==> src/rtl/ysyx_23060203_lsu.sv <==
// Load/store unit: one outstanding access, lane shifting for stores, extraction and extension for loads.
// Optional YSYX_23060203_LSU_ALIGN_CHECK_EN: misaligned halfword/word accesses end in an error without touching memory.
module ysyx_23060203_lsu (
  input  logic        clk,
  input  logic        rst,
  input  logic        in_valid,
  output logic        in_ready,
  input  logic        in_wen,
  input  logic [2:0]  in_func,
  input  logic [31:0] in_addr,
  input  logic [31:0] in_wdata,
  output logic        mem_req_valid,
  input  logic        mem_req_ready,
  output logic        mem_req_wen,
  output logic [31:0] mem_req_addr,
  output logic [31:0] mem_req_wdata,
  output logic [3:0]  mem_req_wmask,
  input  logic        mem_resp_valid,
  output logic        mem_resp_ready,
  input  logic [31:0] mem_resp_rdata,
  output logic        out_valid,
  input  logic        out_ready,
  output logic [31:0] out_rdata,
  output logic        out_err
);

  typedef enum logic [1:0] {IDLE, REQ, RESP, DONE} state_t;

  state_t      state;
  logic [2:0]  func_q;
  logic [1:0]  off_q;
  logic        skip_mem;

  function automatic logic [31:0] store_wdata(input logic [31:0] wdata, input logic [1:0] off);
    return wdata << {off, 3'b000};
  endfunction

  function automatic logic [3:0] store_wmask(input logic [2:0] func, input logic [1:0] off);
    logic [3:0] base;
    case (func)
      3'b000:  base = 4'b0001;
      3'b001:  base = 4'b0011;
      default: base = 4'b1111;
    endcase
    return base << off;
  endfunction

  function automatic logic [31:0] load_extract(input logic [31:0] rdata, input logic [2:0] func,
                                               input logic [1:0] off);
    logic        [31:0] word;
    logic signed [7:0]  b;
    logic signed [15:0] h;
    logic signed [31:0] ext;
    word = rdata >> {off, 3'b000};
    b    = word[7:0];
    h    = word[15:0];
    case (func)
      3'b000:  begin ext = b; load_extract = ext; end
      3'b001:  begin ext = h; load_extract = ext; end
      3'b100:  load_extract = {24'd0, word[7:0]};
      3'b101:  load_extract = {16'd0, word[15:0]};
      default: load_extract = word;
    endcase
  endfunction

`ifdef YSYX_23060203_LSU_ALIGN_CHECK_EN
  logic err_q;

  // Halfword class is SH/LH/LHU; word class is SW/LW.
  function automatic logic misaligned(input logic wen, input logic [2:0] func, input logic [1:0] off);
    logic half;
    logic word;
    half = (func == 3'b001) | (~wen & (func == 3'b101));
    word = (func == 3'b010);
    return (half & off[0]) | (word & (off != 2'b00));
  endfunction

  assign skip_mem = misaligned(in_wen, in_func, in_addr[1:0]);
  assign out_err  = err_q;
`else
  assign skip_mem = 1'b0;
  assign out_err  = 1'b0;
`endif

  assign in_ready = (state == IDLE) & ~rst;

  always_ff @(posedge clk) begin
    if (rst) begin
      state          <= IDLE;
      func_q         <= 3'd0;
      off_q          <= 2'd0;
      mem_req_valid  <= 1'b0;
      mem_req_wen    <= 1'b0;
      mem_req_addr   <= 32'd0;
      mem_req_wdata  <= 32'd0;
      mem_req_wmask  <= 4'd0;
      mem_resp_ready <= 1'b0;
      out_valid      <= 1'b0;
      out_rdata      <= 32'd0;
`ifdef YSYX_23060203_LSU_ALIGN_CHECK_EN
      err_q          <= 1'b0;
`endif
    end else begin
      case (state)
        IDLE: begin
          if (in_valid) begin
            func_q <= in_func;
            off_q  <= in_addr[1:0];
`ifdef YSYX_23060203_LSU_ALIGN_CHECK_EN
            err_q  <= skip_mem;
`endif
            if (skip_mem) begin
              state     <= DONE;
              out_valid <= 1'b1;
              out_rdata <= 32'd0;
            end else begin
              state         <= REQ;
              mem_req_valid <= 1'b1;
              mem_req_wen   <= in_wen;
              mem_req_addr  <= {in_addr[31:2], 2'b00};
              mem_req_wdata <= store_wdata(in_wdata, in_addr[1:0]);
              mem_req_wmask <= in_wen ? store_wmask(in_func, in_addr[1:0]) : 4'b0000;
            end
          end
        end
        REQ: begin
          if (mem_req_ready) begin
            state          <= RESP;
            mem_req_valid  <= 1'b0;
            mem_resp_ready <= 1'b1;
          end
        end
        RESP: begin
          if (mem_resp_valid) begin
            state          <= DONE;
            mem_resp_ready <= 1'b0;
            out_valid      <= 1'b1;
            out_rdata      <= mem_req_wen ? 32'd0 : load_extract(mem_resp_rdata, func_q, off_q);
          end
        end
        DONE: begin
          if (out_ready) begin
            state     <= IDLE;
            out_valid <= 1'b0;
          end
        end
        default: state <= IDLE;
      endcase
    end
  end

endmodule

==> config.mk <==
export PLATFORM = sky130hd
export DESIGN_NAME = ysyx_23060203_lsu
export DESIGN_NICKNAME = d
export VERILOG_FILES = /design/src/rtl/ysyx_23060203_lsu.sv
export SDC_FILE = /design/constraint.sdc
export NUM_CORES = 1
export LEC_CHECK = 0
export ABC_CLOCK_PERIOD_IN_PS = 2600
export CORE_UTILIZATION = 42
export CTS_CLUSTER_SIZE = 8
export DETAILED_ROUTE_END_ITERATION = 7
export PLACE_DENSITY = 0.8
export SYNTH_ARGS = -nofsm -noshare
export SYNTH_HDL_FRONTEND = slang
export SYNTH_SLANG_ARGS = --single-unit
==> constraint.sdc <==
create_clock -name clk -period 2.6 [get_ports clk]
set_input_delay 0.52 -clock clk [delete_from_list [all_inputs] [get_ports clk]]
set_output_delay 0.52 -clock clk [all_outputs]
set_load 0.01 [all_outputs]
# Yosys cells after proc, flatten, opt, wreduce, memory -nomap -nowiden
# Index checks and enable logic that the tools add are counted.
# totals
ff_bits	109
in_bits	106
word_cells	60
# op_classes
muxes	21
shift	3
bitwise_logic	2
n_eq_ne	11
n_reduce_logical	12
# ops
op	n
$pmux 32 s4	1
$mux 32	1
$shl 32x5->32	1
$shr 32x5->32	1
$mux 4	4
$reduce_and 3->1	3
$mux 2	4
$ne 2x2->1 const B	4
$pmux 2 s4	1
$pmux 4 s2	1
$eq 3x1->1 const B	2
$eq 3x3->1 const B	2
$logic_not 3->1	2
$mux 1	6
$pmux 1 s2	3
$reduce_bool 2->1	3
$eq 2x2->1 const B	2
$reduce_and 2->1	2
$reduce_and 4->1	1
$shl 4x2->4	1
$eq 2x1->1 const B	1
$logic_not 2->1	1
$and 1x1->1	1
$not 1->1	1

# Logic depth before layout (Yosys ltp)
# logic_depth
word_depth	7
depth_mapped	7
depth_no_buf	6

# Worst setup path after synthesis
# OpenSTA, ideal clock, no wires.
# synth_timing
kind	in2reg
start	input port in_addr[0]
end	register mem_req_wdata[17]
setup_time_ns	0.128
cell_stages	5
path_buffers	2
path_slack_ns	0.758
t_arrival_ns	1.714
cell_sequence	clkbuf_1 buf_1 mux2_2 a222oi_1 nor2_1
# synth_via
elab_chain_cells	1
# synth_lines
item	line	source
start: declaration	10	input logic [31:0] in_addr,
$shl 32x5->32	35	return wdata << {off, 3'b000};
end signal: assignment	121	mem_req_wdata <= store_wdata(in_wdata, in_addr[1:0]);
end: declaration	16	output logic [31:0] mem_req_wdata,
# Every way passes these cells.
# A chain may end at the register's enable or synchronous reset.

# Worst setup path in the final report
# layout_timing
start	register state[0]
end	output port in_ready
# layout_via
elab_chain_cells	2
# layout_lines
item	line	source
start: declaration	29	state_t state;
start signal: assignment	89	state <= IDLE;
start signal: assignment	113	state <= DONE;
start signal: assignment	117	state <= REQ;
$logic_not 2->1	85	assign in_ready = (state == IDLE) & ~rst;
$and 1x1->1	85	
end: declaration	7	output logic in_ready,
# Every way passes these cells.

==> out/qor.log <==
[synth] number of different library cells in the post-synthesis netlist 40
[floorplanning] Std-Cell Rows 38
[routing] detailed-route wire length 15,400 um
[pwr] PD cells 771 nW/um2
[synth] multiplexer fraction of the synthesized cell area 13.0%
[sta] Worst Setup Slack, final 0.303 ns
[pwr] Flop pwr share 37.0%
[floorplanning] die outline height 110 um
[clock_network] number of buffers created by CTS 9
[clock_network] Clock Sink Count 109
[global_route] wire length of the first global-routing pass 23,800 um
[global_route] number of global-route vias before repair 4,844
[cells_and_area] Final nets 848
[critical_path] Data required, critical path 2.08 ns
[critical_path] startpoint class of the critical path flop
[sta] summed negative setup slack over all endpoints 0 ns
[synth] mean post-synth cell area 8.96 um2
[global_route] largest net degree at the start of global routing 39
[cells_and_area] share of layout cells above drive strength 1 10.2%
[pwr] maximum resistive drop on vdd 0.000412 V
[routing] number of DRC markers in iteration 0 279
[sta] Worst Tran Pin Value 0.715 ns
[synth] dominant combinational cell family by area after synthesis compound AO/OA/AOI/OAI gates
[clock_network] post-CTS setup buffer count 0
[critical_path] CP max FO 6
[sta] number of max-slew violations in the final report 0
[pwr] switching part of the total power 32.0%
[global_route] combined global-route utilization of all metal layers 25.8%
[synth] Yosys warnings 0
[sta] number of hold violations in the final report 0
[routing] average detailed-routed wire length per instance 17.4 um
[pwr] Final Power 0.00571 W
[cells_and_area] area growth from synthesis to final layout 52.4%
[sta] final clock period utilization by the worst path 88.3%
[critical_path] type of the setup path with the least slack flop to primary output
[global_route] number of antenna violations at the first check in global routing 0
[routing] topmost layer with routed signal wires met4
[floorplanning] core outline area 11,100 um2
[synth] share of synthesized area occupied by flip-flops and latches 44.9%
[pwr] Switch Pwr 0.00183 W
[placed_design] detailed placer's ending HPWL 11,600 um
[routing] sum of routed wire segments on met1 6360 um
[routing] routed via count 4,822
[floorplanning] I/O pin cnt 212
[clock_network] number of H-tree levels 3
[pwr] portion of total power attributed to the clock network 25.3%
[clock_network] CTS tree done
[sta] tightest hold margin 0.454 ns
[pwr] Cell Int Power 0.00388 W
[synth] synthesized flop and latch total 109
[sta] Post-Route Skew 0.00711 ns
[run] max-capacitance violation count 0
[cells_and_area] number of inserted diodes 0
[clock_network] hold-fix buffers at CTS 0
[placed_design] number of I/O port buffers 208
[sta] Final Critical Period 2.30 ns
[placed_design] Placer Congestion 0.963
[clock_network] Clock Tree Buf Depth 2
[sta] unrepaired setup endpoints after global routing no
[synth] EDFF count, synth 0
[synth] post-synthesis compound-gate area fraction 19.7%
[routing] first-pass iteration count of the detailed router 6
[floorplanning] die width 110 um
[pwr] combinational fraction of design power 37.7%
[outcome] run status finished, final reports clean
[routing] WL met3 1320 um
[sta] setup violators final 0
[critical_path] worst endpoint data arrival time 1.78 ns
[synth] Synth Area in XOR/XNOR 0%
[critical_path] endpoint type of the worst setup path primary output
[floorplanning] die footprint 12,000 um2
[clock_network] clock-pin slew on the worst setup and hold paths 0.07 ns
[hold_path] min-delay worst type flop to flop
[routing] WL met2 7440 um
[synth] synthesized netlist cell count 543
[pwr] cell leakage power 2.67 nW
[routing] post-route DRC violation count 0
[sta] Peak Freq 435 MHz
[global_route] Remaining Overflow, GRT 0
[synth] share of synthesized registers carrying an async set or reset 0%
[clock_network] CTS Root Cell sky130_fd_sc_hd__clkbuf_16
[routing] antenna-violating nets left 0
[routing] via-per-instance ratio 5.47
[floorplanning] initial cell density of the core 43.9%
[synth] Synth Area in Simple Gates 16.8%
[synth] post-synthesis cell area 4860 um2
[clock_network] insertion delay of the later-clocked pin in the worst-skew pair 0.33 ns
[cells_and_area] post-layout utilization of the core 66.9%
[placed_design] minimum setup slack after placement 0.317 ns
[synth] main flop type after synthesis sky130_fd_sc_hd__dfxtp_1
[clock_network] post_cts resized 0
[synth] adder-cell area share of the yosys netlist 1.03%
[sta] worst-case headroom to the max-slew limit 52.3%
==> critical path, cell delays in order (launching register included) <==
cell	delay, ns
sky130_fd_sc_hd__dfxtp_1	0.34
sky130_fd_sc_hd__inv_1	0.10
sky130_fd_sc_hd__ha_1	0.27
sky130_fd_sc_hd__nor2b_1	0.18
sky130_fd_sc_hd__clkdlybuf4s50_1	0.55
==> cell usage in the layout (no fill, tap or decap), types with 3 or more instances in the layout <==
cell type                         count
sky130_fd_sc_hd__o211ai_1            11
sky130_fd_sc_hd__conb_1               3
sky130_fd_sc_hd__ha_1                 4
sky130_fd_sc_hd__mux4_2               8
sky130_fd_sc_hd__nand2_1            101
sky130_fd_sc_hd__nor3b_2              3
sky130_fd_sc_hd__nor2_1              41
sky130_fd_sc_hd__a21oi_1             60
sky130_fd_sc_hd__dfxtp_1            109
sky130_fd_sc_hd__inv_1                3
sky130_fd_sc_hd__mux2_2              23
sky130_fd_sc_hd__mux2i_1             18
sky130_fd_sc_hd__nand3b_1            16
sky130_fd_sc_hd__a222oi_1             8
sky130_fd_sc_hd__clkbuf_16            9
sky130_fd_sc_hd__a221o_1              8
sky130_fd_sc_hd__nor2b_1              4
sky130_fd_sc_hd__buf_4               19
sky130_fd_sc_hd__a22oi_1             33
sky130_fd_sc_hd__clkdlybuf4s50_1    207
sky130_fd_sc_hd__o21ai_0             25
==> cell type report <==
cell class,count,area (um2)
clock buffer,11,243
clock inverter,4,72.6
fill,883,3660
inverter,4,15.0
multi-input combinational,386,2470
sequential,109,2180
tap,140,175
timing repair buffer,228,2250
==> path summary, 6_finish.rpt <==
path	cells after the start	end	from	slack [ns]
min	2	mem_req_addr[15]	mem_req_addr[15]	0.45
min reg2reg	2	mem_req_addr[15]	mem_req_addr[15]	0.45
max reg2reg	6	mem_req_wdata[2]	state[0]	0.68
max	4	in_ready	state[0]	0.30
==> through the flow <==
step	area, um2	cells
floorplan	4870	545
global placement	7100	867
detailed placement	7100	867
CTS	7420	882
global route	7420	882
finish	7420	882
==> cell families after synthesis <==
family          Yosys count
simple gates            179
compound gates          150
flops                   109
buf+inv                  50
mux                      50
fa+ha+maj                 4
other cells               1
==> cell usage after synthesis (all sizes together), types with 2 or more instances <==
library cell	n	area share, %
dfxtp	109	45
nand2	102	7.9
a21oi	60	6.2
nor2	41	3.2
a22oi	33	5.1
clkbuf	33	2.5
o21ai	25	2.6
mux2	24	5.6
mux2i	18	3.7
nand3b	16	2.5
buf	13	1.6
o211ai	11	1.7
a221o	8	1.6
a222oi	8	1.6
mux4	8	3.7
ha	4	1.0
nor2b	4	0.51
inv	3	0.23
nor3	3	0.51
nor3b	3	0.77
nor4	2	0.26
or2	2	0.26
==> layer usage <==
metal	GRT usage (%)	vias to the layer above
li1	-	2327
met1	29.3	2274
met2	45.1	205
met3	8.30	16
met4	9.24	0
met5	0	-
==> state kept, by name, indices dropped and copies added (netlist names) <==
signal          flops
mem_req_wdata      32
mem_req_valid       1
out_valid           1
out_rdata          32
off_q               2
mem_req_wen         1
mem_req_wmask       4
mem_req_addr       30
state               2
func_q              3
mem_resp_ready      1
==> power by group through the flow <==
stage	Clock, W	Sequential [W]	Combinational (W)
2_1_floorplan	0	0.00223	0.00103
3_3_place_gp	0	0.00213	0.00209
3_5_place_dp	0	0.00215	0.00215
4_1_cts	0.00148	0.00211	0.00216
5_1_grt	0.00156	0.00215	0.00234
6_report	0.00145	0.00211	0.00216
(Power assumes the default switching activity.)
